==> src/rtl/parc_core_dpath_regfile_sb_pkg.sv <==
`default_nettype none
// ============================================================================
// Module : parc_regfile_pkg
// Brief  : Shared constants, address-width helper and scoreboard error causes.
// Rev    : 1.0 - initial release
// ============================================================================
package parc_regfile_pkg;

  function automatic int addr_w(input int nregs);
    return (nregs > 1) ? $clog2(nregs) : 1;
  endfunction

  localparam int REG_ZERO = 0;

  typedef enum logic [1:0] {
    ERR_NONE      = 2'd0,
    ERR_WAW       = 2'd1,
    ERR_SPURIOUS  = 2'd2,
    ERR_WCONFLICT = 2'd3
  } sb_err_cause_e;

endpackage
`default_nettype wire

==> src/rtl/parc_core_dpath_regfile_sb_if.sv <==
`default_nettype none
// ============================================================================
// Module : parc_core_dpath_regfile_sb_if
// Brief  : Read, write and scoreboard signals of the register file.
// Rev    : 1.0 - initial release
// ============================================================================
interface parc_core_dpath_regfile_sb_if #(
  parameter int NREGS  = 32,
  parameter int DATA_W = 32,
  parameter int NREAD  = 2
);
  import parc_regfile_pkg::*;

  localparam int AW = addr_w(NREGS);

  logic [NREAD*AW-1:0]     raddr;
  logic [NREAD*DATA_W-1:0] rdata;
  logic [NREAD-1:0]        rbusy;
  logic                    w0_en_p;
  logic [AW-1:0]           w0_addr_p;
  logic [DATA_W-1:0]       w0_data_p;
  logic                    w1_en_p;
  logic [AW-1:0]           w1_addr_p;
  logic [DATA_W-1:0]       w1_data_p;
  logic                    set_en_p;
  logic [AW-1:0]           set_addr_p;
  logic [AW:0]             pend_cnt;
  logic                    sb_err;

  modport master (
    output raddr, w0_en_p, w0_addr_p, w0_data_p,
    output w1_en_p, w1_addr_p, w1_data_p, set_en_p, set_addr_p,
    input  rdata, rbusy, pend_cnt, sb_err
  );

  modport slave (
    input  raddr, w0_en_p, w0_addr_p, w0_data_p,
    input  w1_en_p, w1_addr_p, w1_data_p, set_en_p, set_addr_p,
    output rdata, rbusy, pend_cnt, sb_err
  );

endinterface
`default_nettype wire

==> src/rtl/parc_core_dpath_sb.sv <==
`default_nettype none
// ============================================================================
// Module : parc_core_dpath_sb
// Brief  : Pending-bit scoreboard with population counter and sticky error.
// Rev    : 1.0 - initial release
// ============================================================================
module parc_core_dpath_sb #(
  parameter int NREGS = 32,
  parameter int AW    = 5
) (
  input  logic             clk,
  input  logic             reset,
  input  logic             w0_en,
  input  logic [AW-1:0]    w0_addr,
  input  logic             set_en,
  input  logic [AW-1:0]    set_addr,
  input  logic             clr_en,
  input  logic [AW-1:0]    clr_addr,
  output logic [NREGS-1:0] pend,
  output logic [AW:0]      pend_cnt,
  output logic             sb_err
);
  import parc_regfile_pkg::*;

  localparam int CW = AW + 1;

  logic [NREGS-1:0] r_pend;
  logic [AW:0]      r_cnt;
  logic             r_err;
  logic [NREGS-1:0] w_pend_nxt;
  logic             w_set_v;
  logic             w_clr_v;
  logic             w_same;
  logic             w_inc;
  logic             w_dec;
  logic             w_err_waw;
  logic             w_err_spur;
  logic             w_err_conf;
  sb_err_cause_e    w_cause;

  assign w_set_v = set_en && (set_addr != AW'(REG_ZERO));
  assign w_clr_v = clr_en && (clr_addr != AW'(REG_ZERO));
  assign w_same  = w_set_v && w_clr_v && (set_addr == clr_addr);

  // Same-address set+clear is a back-to-back reissue: the bit stays set, count is unchanged.
  assign w_inc = w_set_v && !r_pend[set_addr];
  assign w_dec = w_clr_v && r_pend[clr_addr] && !w_same;

  assign w_err_waw  = w_set_v && r_pend[set_addr] && !w_same;
  assign w_err_spur = w_clr_v && !r_pend[clr_addr] && !w_same;
  assign w_err_conf = w0_en && w_clr_v && (w0_addr == clr_addr);

  always_comb begin
    w_cause = ERR_NONE;
    if (w_err_spur) w_cause = ERR_SPURIOUS;
    if (w_err_waw)  w_cause = ERR_WAW;
    if (w_err_conf) w_cause = ERR_WCONFLICT;
  end

  always_comb begin
    w_pend_nxt = r_pend;
    if (w_clr_v) w_pend_nxt[clr_addr] = 1'b0;
    if (w_set_v) w_pend_nxt[set_addr] = 1'b1;
  end

  always_ff @(posedge clk) begin
    if (reset) begin
      r_pend <= '0;
      r_cnt  <= '0;
      r_err  <= 1'b0;
    end else begin
      r_pend <= w_pend_nxt;
      r_cnt  <= r_cnt + CW'(w_inc) - CW'(w_dec);
      if (w_cause != ERR_NONE) r_err <= 1'b1;
    end
  end

  assign pend     = r_pend;
  assign pend_cnt = r_cnt;
  assign sb_err   = r_err;

endmodule
`default_nettype wire

==> src/rtl/parc_core_dpath_regfile_sb.sv <==
`default_nettype none
// ============================================================================
// Module : parc_core_dpath_regfile_sb
// Brief  : Register file with two write ports, scoreboard and optional bypass.
// Rev    : 1.0 - initial release
// ============================================================================
module parc_core_dpath_regfile_sb #(
  parameter int NREGS  = 32,
  parameter int DATA_W = 32,
  parameter int NREAD  = 2,
  parameter int BYPASS = 1
) (
  input  logic                        clk,
  input  logic                        reset,
  parc_core_dpath_regfile_sb_if.slave bus
);
  import parc_regfile_pkg::*;

  localparam int AW = addr_w(NREGS);

  logic [DATA_W-1:0] r_regs [NREGS];
  logic [NREGS-1:0]  w_pend;
  logic              w_w0_v;
  logic              w_w1_v;

  assign w_w0_v = bus.w0_en_p && (bus.w0_addr_p != AW'(REG_ZERO));
  assign w_w1_v = bus.w1_en_p && (bus.w1_addr_p != AW'(REG_ZERO));

  // W0 is applied last so it wins a same-address conflict with W1.
  always_ff @(posedge clk) begin
    if (reset) begin
      for (int k = 0; k < NREGS; k++) r_regs[k] <= '0;
    end else begin
      if (w_w1_v) r_regs[bus.w1_addr_p] <= bus.w1_data_p;
      if (w_w0_v) r_regs[bus.w0_addr_p] <= bus.w0_data_p;
    end
  end

  parc_core_dpath_sb #(
    .NREGS (NREGS),
    .AW    (AW)
  ) u_sb (
    .clk      (clk),
    .reset    (reset),
    .w0_en    (w_w0_v),
    .w0_addr  (bus.w0_addr_p),
    .set_en   (bus.set_en_p),
    .set_addr (bus.set_addr_p),
    .clr_en   (bus.w1_en_p),
    .clr_addr (bus.w1_addr_p),
    .pend     (w_pend),
    .pend_cnt (bus.pend_cnt),
    .sb_err   (bus.sb_err)
  );

  for (genvar i = 0; i < NREAD; i++) begin : g_read
    logic [AW-1:0]     w_ra;
    logic              w_ra_nz;
    logic [DATA_W-1:0] w_stored;

    assign w_ra     = bus.raddr[i*AW +: AW];
    assign w_ra_nz  = (w_ra != AW'(REG_ZERO));
    assign w_stored = w_ra_nz ? r_regs[w_ra] : '0;

    if (BYPASS != 0) begin : g_bypass
      logic w_w0_hit;
      logic w_w1_hit;
      logic w_set_hit;

      assign w_w0_hit  = w_w0_v && (bus.w0_addr_p == w_ra);
      assign w_w1_hit  = w_w1_v && (bus.w1_addr_p == w_ra);
      assign w_set_hit = bus.set_en_p && w_ra_nz && (bus.set_addr_p == w_ra);

      assign bus.rdata[i*DATA_W +: DATA_W] = w_w0_hit ? bus.w0_data_p :
                                             w_w1_hit ? bus.w1_data_p : w_stored;
      assign bus.rbusy[i] = (w_pend[w_ra] && !w_w1_hit) || w_set_hit;
    end else begin : g_nobypass
      assign bus.rdata[i*DATA_W +: DATA_W] = w_stored;
      assign bus.rbusy[i]                  = w_pend[w_ra];
    end
  end

endmodule
`default_nettype wire
==> src/flat_wrapper.sv <==
// flat-port wrapper written by rule: the top's interface ports become plain ports
module parc_core_dpath_regfile_sb_flat import parc_regfile_pkg::*;
#(
  parameter int NREGS  = 32,
  parameter int DATA_W = 32,
  parameter int NREAD  = 2,
  parameter int BYPASS = 1
)
  (clk, reset, bus_raddr, bus_w0_en_p, bus_w0_addr_p, bus_w0_data_p, bus_w1_en_p, bus_w1_addr_p, bus_w1_data_p, bus_set_en_p, bus_set_addr_p, bus_rdata, bus_rbusy, bus_pend_cnt, bus_sb_err);
  parc_core_dpath_regfile_sb_if #(.NREGS(NREGS), .DATA_W(DATA_W), .NREAD(NREAD)) bus_i ();
  input  logic clk;
  input  logic reset;
  input wire logic [$bits(bus_i.raddr)-1:0] bus_raddr;
  input wire logic [$bits(bus_i.w0_en_p)-1:0] bus_w0_en_p;
  input wire logic [$bits(bus_i.w0_addr_p)-1:0] bus_w0_addr_p;
  input wire logic [$bits(bus_i.w0_data_p)-1:0] bus_w0_data_p;
  input wire logic [$bits(bus_i.w1_en_p)-1:0] bus_w1_en_p;
  input wire logic [$bits(bus_i.w1_addr_p)-1:0] bus_w1_addr_p;
  input wire logic [$bits(bus_i.w1_data_p)-1:0] bus_w1_data_p;
  input wire logic [$bits(bus_i.set_en_p)-1:0] bus_set_en_p;
  input wire logic [$bits(bus_i.set_addr_p)-1:0] bus_set_addr_p;
  output wire logic [$bits(bus_i.rdata)-1:0] bus_rdata;
  output wire logic [$bits(bus_i.rbusy)-1:0] bus_rbusy;
  output wire logic [$bits(bus_i.pend_cnt)-1:0] bus_pend_cnt;
  output wire logic [$bits(bus_i.sb_err)-1:0] bus_sb_err;
  assign bus_i.raddr = bus_raddr;
  assign bus_i.w0_en_p = bus_w0_en_p;
  assign bus_i.w0_addr_p = bus_w0_addr_p;
  assign bus_i.w0_data_p = bus_w0_data_p;
  assign bus_i.w1_en_p = bus_w1_en_p;
  assign bus_i.w1_addr_p = bus_w1_addr_p;
  assign bus_i.w1_data_p = bus_w1_data_p;
  assign bus_i.set_en_p = bus_set_en_p;
  assign bus_i.set_addr_p = bus_set_addr_p;
  assign bus_rdata = bus_i.rdata;
  assign bus_rbusy = bus_i.rbusy;
  assign bus_pend_cnt = bus_i.pend_cnt;
  assign bus_sb_err = bus_i.sb_err;
  parc_core_dpath_regfile_sb #(.NREGS(NREGS), .DATA_W(DATA_W), .NREAD(NREAD), .BYPASS(BYPASS)) u_core (.clk(clk), .reset(reset), .bus(bus_i));
endmodule
==> config.mk <==
export PLATFORM = sky130hd
export DESIGN_NAME = parc_core_dpath_regfile_sb_flat
export DESIGN_NICKNAME = d
export VERILOG_FILES = /design/src/rtl/parc_core_dpath_regfile_sb_pkg.sv /design/src/rtl/parc_core_dpath_regfile_sb_if.sv /design/src/rtl/parc_core_dpath_sb.sv /design/src/rtl/parc_core_dpath_regfile_sb.sv /design/src/flat_wrapper.sv
export SDC_FILE = /design/constraint.sdc
export NUM_CORES = 2
export LEC_CHECK = 0
export CORE_AREA = 2 2 352 354
export CTS_CLUSTER_DIAMETER = 80
export DETAILED_ROUTE_END_ITERATION = 6
export DIE_AREA = 0 0 354 356
export GPL_ROUTABILITY_DRIVEN = 0
export PLACE_DENSITY_LB_ADDON = 0.05
export SETUP_SLACK_MARGIN = 0.15
export SYNTH_ARGS = -nofsm -noshare
export SYNTH_HDL_FRONTEND = slang
export SYNTH_SLANG_ARGS = --single-unit
==> constraint.sdc <==
create_clock -name clk -period 4.5 [get_ports clk]
set_clock_uncertainty 0.2 [all_clocks]
set_input_delay 0.9 -clock clk [delete_from_list [all_inputs] [get_ports clk]]
set_output_delay 0.9 -clock clk [all_outputs]
set_load 0.005 [all_outputs]
==> results summary <==
Sorting the synthesized cells by how often they occur yields sky130_fd_sc_hd__edfxtp_1 (1,024), sky130_fd_sc_hd__a22o_1 (992), sky130_fd_sc_hd__mux4_2 (540). Derived from the worst setup path, the maximum achievable clock frequency is 227 MHz. The path category of the worst min-delay check is register to register.

The die span in x came out at around 350 microns. The most critical setup path has its startpoint at bus_raddr[8]. The number of I/O pins is about 170. The final wirelength came out at ~270 mm. The endpoint of the most critical register-to-register path is u_core.u_sb.pend_cnt[4]. The count of nets after finishing is a little under 5,000. The worst setup path is launched from a primary input. After legalization and detailed placement, the total HPWL measured ~160 mm.

By startpoint and endpoint, the worst setup path is classified as primary input to output port. The first-pass GRT wire length came out at 369 mm. The die is about 360 microns tall. In the synthesized netlist the dominant register cell turns out to be sky130_fd_sc_hd__edfxtp_1. The total of buffers placed on input and output ports came out at about 170. For the worst setup path, the data required time is between 3 and 4 ns. For this run, asynchronously set or reset flops after synthesis account for 0%.

The cell row count is 129. After technology mapping, the gate count stands at between 4,000 and 5,000. The critical path depth came out at 15.

The standard cell core area is approximately 120,000 sq um. In this run, distinct cell masters in the synthesized netlist total 70. The number of placed instances with taps included is around 6,300. The initial antenna violation count was 8. The number of flops mapped to enable cells by yosys came out at ~1,000. The cell with the most instances after synthesis is sky130_fd_sc_hd__edfxtp_1. The number of remaining DRC errors is 1. The fraction of synthesized cell area taken by the top area cell type came out at between 40% and 50%.

Summing all non-filler instances in the final layout gives an area of roughly 77,000 sq um. The non-filler instance count after layout came out at around 6,600. The critical path's top delay family is buffers and inverters. The number of hold violations in the final report is 0. The critical path's largest stage delay came out at roughly 0.32 ns. The flow ran to the end, but the final reports show violations. In the final timing run, aggregate negative setup slack is 0 ns. No sink is reached through more buffers than the 3 on the longest clock path. Of all cell types, the one taking the most synthesized area is sky130_fd_sc_hd__edfxtp_1.

In this design, the critical path's most frequently occurring cell is sky130_fd_sc_hd__buf_6. The tree is rooted in a sky130_fd_sc_hd__clkbuf_16. The leakage power is ~27 nW. Setup repair after global routing could not meet its margin everywhere.

For this design, the sink count on the clock tree is ~1,100. Counting both buffers and inverters, the worst setup path holds a total of 9. The power density of the placed cells came out at between 300 and 400 nW/um^2. Each instance of the synthesized netlist takes up on average approximately 14 sq um. Entering global routing, the biggest net connects 59 pins. The yosys synthesis warning count is 0. Walking the worst path, the cells encountered are buf_4 > xor2_1 > nor4_2 > nand2_2 > buf_6 > buf_6 > o21ai_4 > buf_12 > buf_12 > buf_12 > buf_16 > a211o_1 > a31oi_4 > buf_6 > buf_6. The pin slew with the least headroom to its limit is ~1.1 ns. The ratio of cells with drive above 1 in the final layout is 35.5%. The number of cells on the worst reg-to-reg path is 14. The global routing usage summed across all routing layers is a little over two fifths.

The via count of the first global-routing pass came out at ~49,000. The count of antenna-violating nets left after detailed routing came out at 0. The final number of setup-violating endpoints came out at 0. Along the worst path, the maximum fanout reaches 16. The total power draw is about 26 mW. The cell area after synthesis came out at 63,200 sq um. The worst setup path is captured at an output port. The count of H-tree levels built during CTS came out at 3. Across the run, the number of max-cap violations was 0.

The initial core utilization came out at between 50% and 60%. TritonCTS built the clock tree. IR analysis of the VDD net gives a maximum drop of between 300 and 400 uV. The instance area after placement came out at 71,300 sq um. The critical path's slowest cell is sky130_fd_sc_hd__a31oi_4. Following the worst setup path forward leads to its endpoint at bus_rdata[60]. Subtracting the final worst setup slack from the clock period gives ~4.4 ns. The floorplan step defined a die boundary enclosing between 100,000 and 150,000 sq um. The overall via count from detail_route is between 40,000 and 50,000. The initial DRC count is between 7,000 and 8,000. The part of the cycle the worst path needs is a little over nine tenths. Summed over all layers, the global routing overflow is 0. By area the synthesized netlist is led by sky130_fd_sc_hd__edfxtp_1 (49%), sky130_fd_sc_hd__mux4_2 (19%), sky130_fd_sc_hd__a22o_1 (14%).

For this run, the detailed router's first-pass iteration total came to 7. The clock-pin slew reported for the worst setup and hold paths after clock tree synthesis came out at ~0.050 ns. The checks that failed: design-rule violations. The number of max-slew violations in the final report came out at 0.

The layout overhead on the synthesized area is 21.7%. At the end of the flow the core is filled with cells to about 63%. The worst register-to-register path begins at u_core.u_sb.pend[23]. The number of buffers inserted by hold repair at cts came out at 0.

The TritonCTS buffer count came out at approximately 120. In the final routed layout, each cell accounts on average for around 40 microns. The number of flip-flops and latches in the synthesized netlist is about 1,100. The worst slew margin relative to its limit came out at 23.2%. For the worst setup path, the data arrival time is about 3.3 ns. The fraction of the yosys area taken by sequential cells came out at between 40% and 50%. The per-cell via count in the routed design is 7.55.

The register-to-register path setup slack came out at slightly above 1 ns. The clock latency reported for the late side of the worst-skew pair came out at ~0.73 ns.
==> worst min-delay path: stages, from the launching register on <==
cell,delay [ns]
sky130_fd_sc_hd__dfxtp_1,0.35
sky130_fd_sc_hd__nand2_1,0.07
sky130_fd_sc_hd__o21ai_0,0.07
==> cell families (layout without fill, tap and decap cells) <==
group	count (synthesis)	in the layout	synth area share [%]
xor+xnor	43	43	0.596
fa+ha+maj	7	7	0.150
compound gates	1509	1509	19.2
buf+inv	723	1191	4.96
other cells	1	39	0.00593
simple gates	428	428	3.65
mux	684	684	21.5
flops	1063	1063	49.9
==> area by class of cell <==
type,count,area [sq um]
fillers,9125,45700
clock buffers,142,3090
inverters,10,37.5
multi-input cells,2703,29600
clock inverters,77,684
repair buffers,962,9880
diodes,7,17.5
flip-flops and latches,1063,31500
well taps,1637,2050
==> layer usage <==
| metal | wire length (microns) | part of all wire [%] | GRT usage (%) | up-vias |
|---|---|---|---|---|
| met1 | 93000 | 35 | 53.6 | 25300 |
| met3 | 35900 | 13 | 11.7 | 947 |
| met4 | 20900 | 7.8 | 27.4 | 6 |
| li1 | - | - | - | 19400 |
| met2 | 116000 | 44 | 62.2 | 4232 |
| met5 | 315 | 0.12 | 0 | - |
==> registers in the layout, indices dropped and copies added, names as in the netlist <==
signal / cells
u_core.u_sb.sb_err: 1
u_core.u_sb.pend_cnt: 6
u_core.u_sb.pend: 32
u_core.r_regs: 1024
==> placed cells by master, fill, tap and decap left out, types with 10 or more instances in the layout <==
| cell type | Yosys | final |
|---|---|---|
| sky130_fd_sc_hd__a211o_1 | 67 | 65 |
| sky130_fd_sc_hd__a211oi_1 | 97 | 86 |
| sky130_fd_sc_hd__a211oi_2 | 0 | 11 |
| sky130_fd_sc_hd__a21oi_1 | 178 | 156 |
| sky130_fd_sc_hd__a21oi_2 | 10 | 32 |
| sky130_fd_sc_hd__a22o_1 | 992 | 992 |
| sky130_fd_sc_hd__a22oi_1 | 31 | 26 |
| sky130_fd_sc_hd__a22oi_2 | 10 | 15 |
| sky130_fd_sc_hd__a31oi_1 | 36 | 26 |
| sky130_fd_sc_hd__and2_1 | 30 | 30 |
| sky130_fd_sc_hd__buf_12 | 0 | 141 |
| sky130_fd_sc_hd__buf_16 | 0 | 15 |
| sky130_fd_sc_hd__buf_4 | 33 | 613 |
| sky130_fd_sc_hd__buf_6 | 6 | 43 |
| sky130_fd_sc_hd__bufinv_16 | 0 | 10 |
| sky130_fd_sc_hd__clkbuf_1 | 431 | 22 |
| sky130_fd_sc_hd__clkbuf_16 | 0 | 123 |
| sky130_fd_sc_hd__clkbuf_2 | 0 | 10 |
| sky130_fd_sc_hd__clkdlybuf4s50_1 | 0 | 80 |
| sky130_fd_sc_hd__clkinv_1 | 0 | 25 |
| sky130_fd_sc_hd__clkinv_2 | 0 | 29 |
| sky130_fd_sc_hd__conb_1 | 1 | 32 |
| sky130_fd_sc_hd__dfxtp_1 | 39 | 39 |
| sky130_fd_sc_hd__dlygate4sd2_1 | 0 | 33 |
| sky130_fd_sc_hd__edfxtp_1 | 1024 | 1024 |
| sky130_fd_sc_hd__inv_1 | 10 | 10 |
| sky130_fd_sc_hd__mux2i_1 | 139 | 135 |
| sky130_fd_sc_hd__mux4_2 | 540 | 540 |
| sky130_fd_sc_hd__nand2_1 | 54 | 48 |
| sky130_fd_sc_hd__nand2b_1 | 11 | 10 |
| sky130_fd_sc_hd__nand3_1 | 15 | 13 |
| sky130_fd_sc_hd__nor2_1 | 151 | 118 |
| sky130_fd_sc_hd__nor2_4 | 0 | 31 |
| sky130_fd_sc_hd__nor2b_1 | 81 | 80 |
| sky130_fd_sc_hd__nor3_4 | 4 | 25 |
| sky130_fd_sc_hd__o21ai_0 | 33 | 25 |
| sky130_fd_sc_hd__o22ai_1 | 32 | 30 |
| sky130_fd_sc_hd__or3_2 | 0 | 14 |
| sky130_fd_sc_hd__xnor2_1 | 16 | 15 |
| sky130_fd_sc_hd__xor2_1 | 27 | 25 |
==> through the flow <==
stage,worst slack (ns),hold slack (ns)
2_1_floorplan,-0.0354,0.265
3_3_place_gp,-0.598,0.316
3_5_place_dp,-0.673,0.330
4_1_cts,-0.0581,0.335
5_1_grt,0.0557,0.369
6_report,0.104,0.341
==> where the power goes <==
group	switching [mW]	leakage, nW	internal, mW
combinational	2.69	15.2	2.22
clock	4.23	1.87	5.45
sequential	0.304	10.1	11.5
total	7.22	27.2	19.1
==> repair_timing <==
item,in CTS,in global routing
resized for setup,208,88
pin swaps,45,50
cloned,12,3
endpoints found under the setup margin,66,49
setup buffers,46,38
==> worst min-delay path by stage <==
| stage | startpoint | to | slack [ns] | cells past startpoint |
|---|---|---|---|---|
| 3_3_place_gp | u_core.u_sb.pend[3] | u_core.u_sb.pend[3] | 0.32 | 2 |
| 5_1_grt | u_core.u_sb.pend[0] | u_core.u_sb.pend[0] | 0.37 | 1 |
| 3_5_place_dp | u_core.u_sb.pend[27] | u_core.u_sb.pend[27] | 0.33 | 2 |
| 4_1_cts | u_core.u_sb.pend[2] | u_core.u_sb.pend[2] | 0.33 | 2 |
| 6_report | u_core.u_sb.pend[2] | u_core.u_sb.pend[2] | 0.34 | 2 |
| 2_1_floorplan | u_core.u_sb.pend[7] | u_core.u_sb.pend[7] | 0.27 | 2 |
Note: power is estimated with default switching activity, not from simulation.
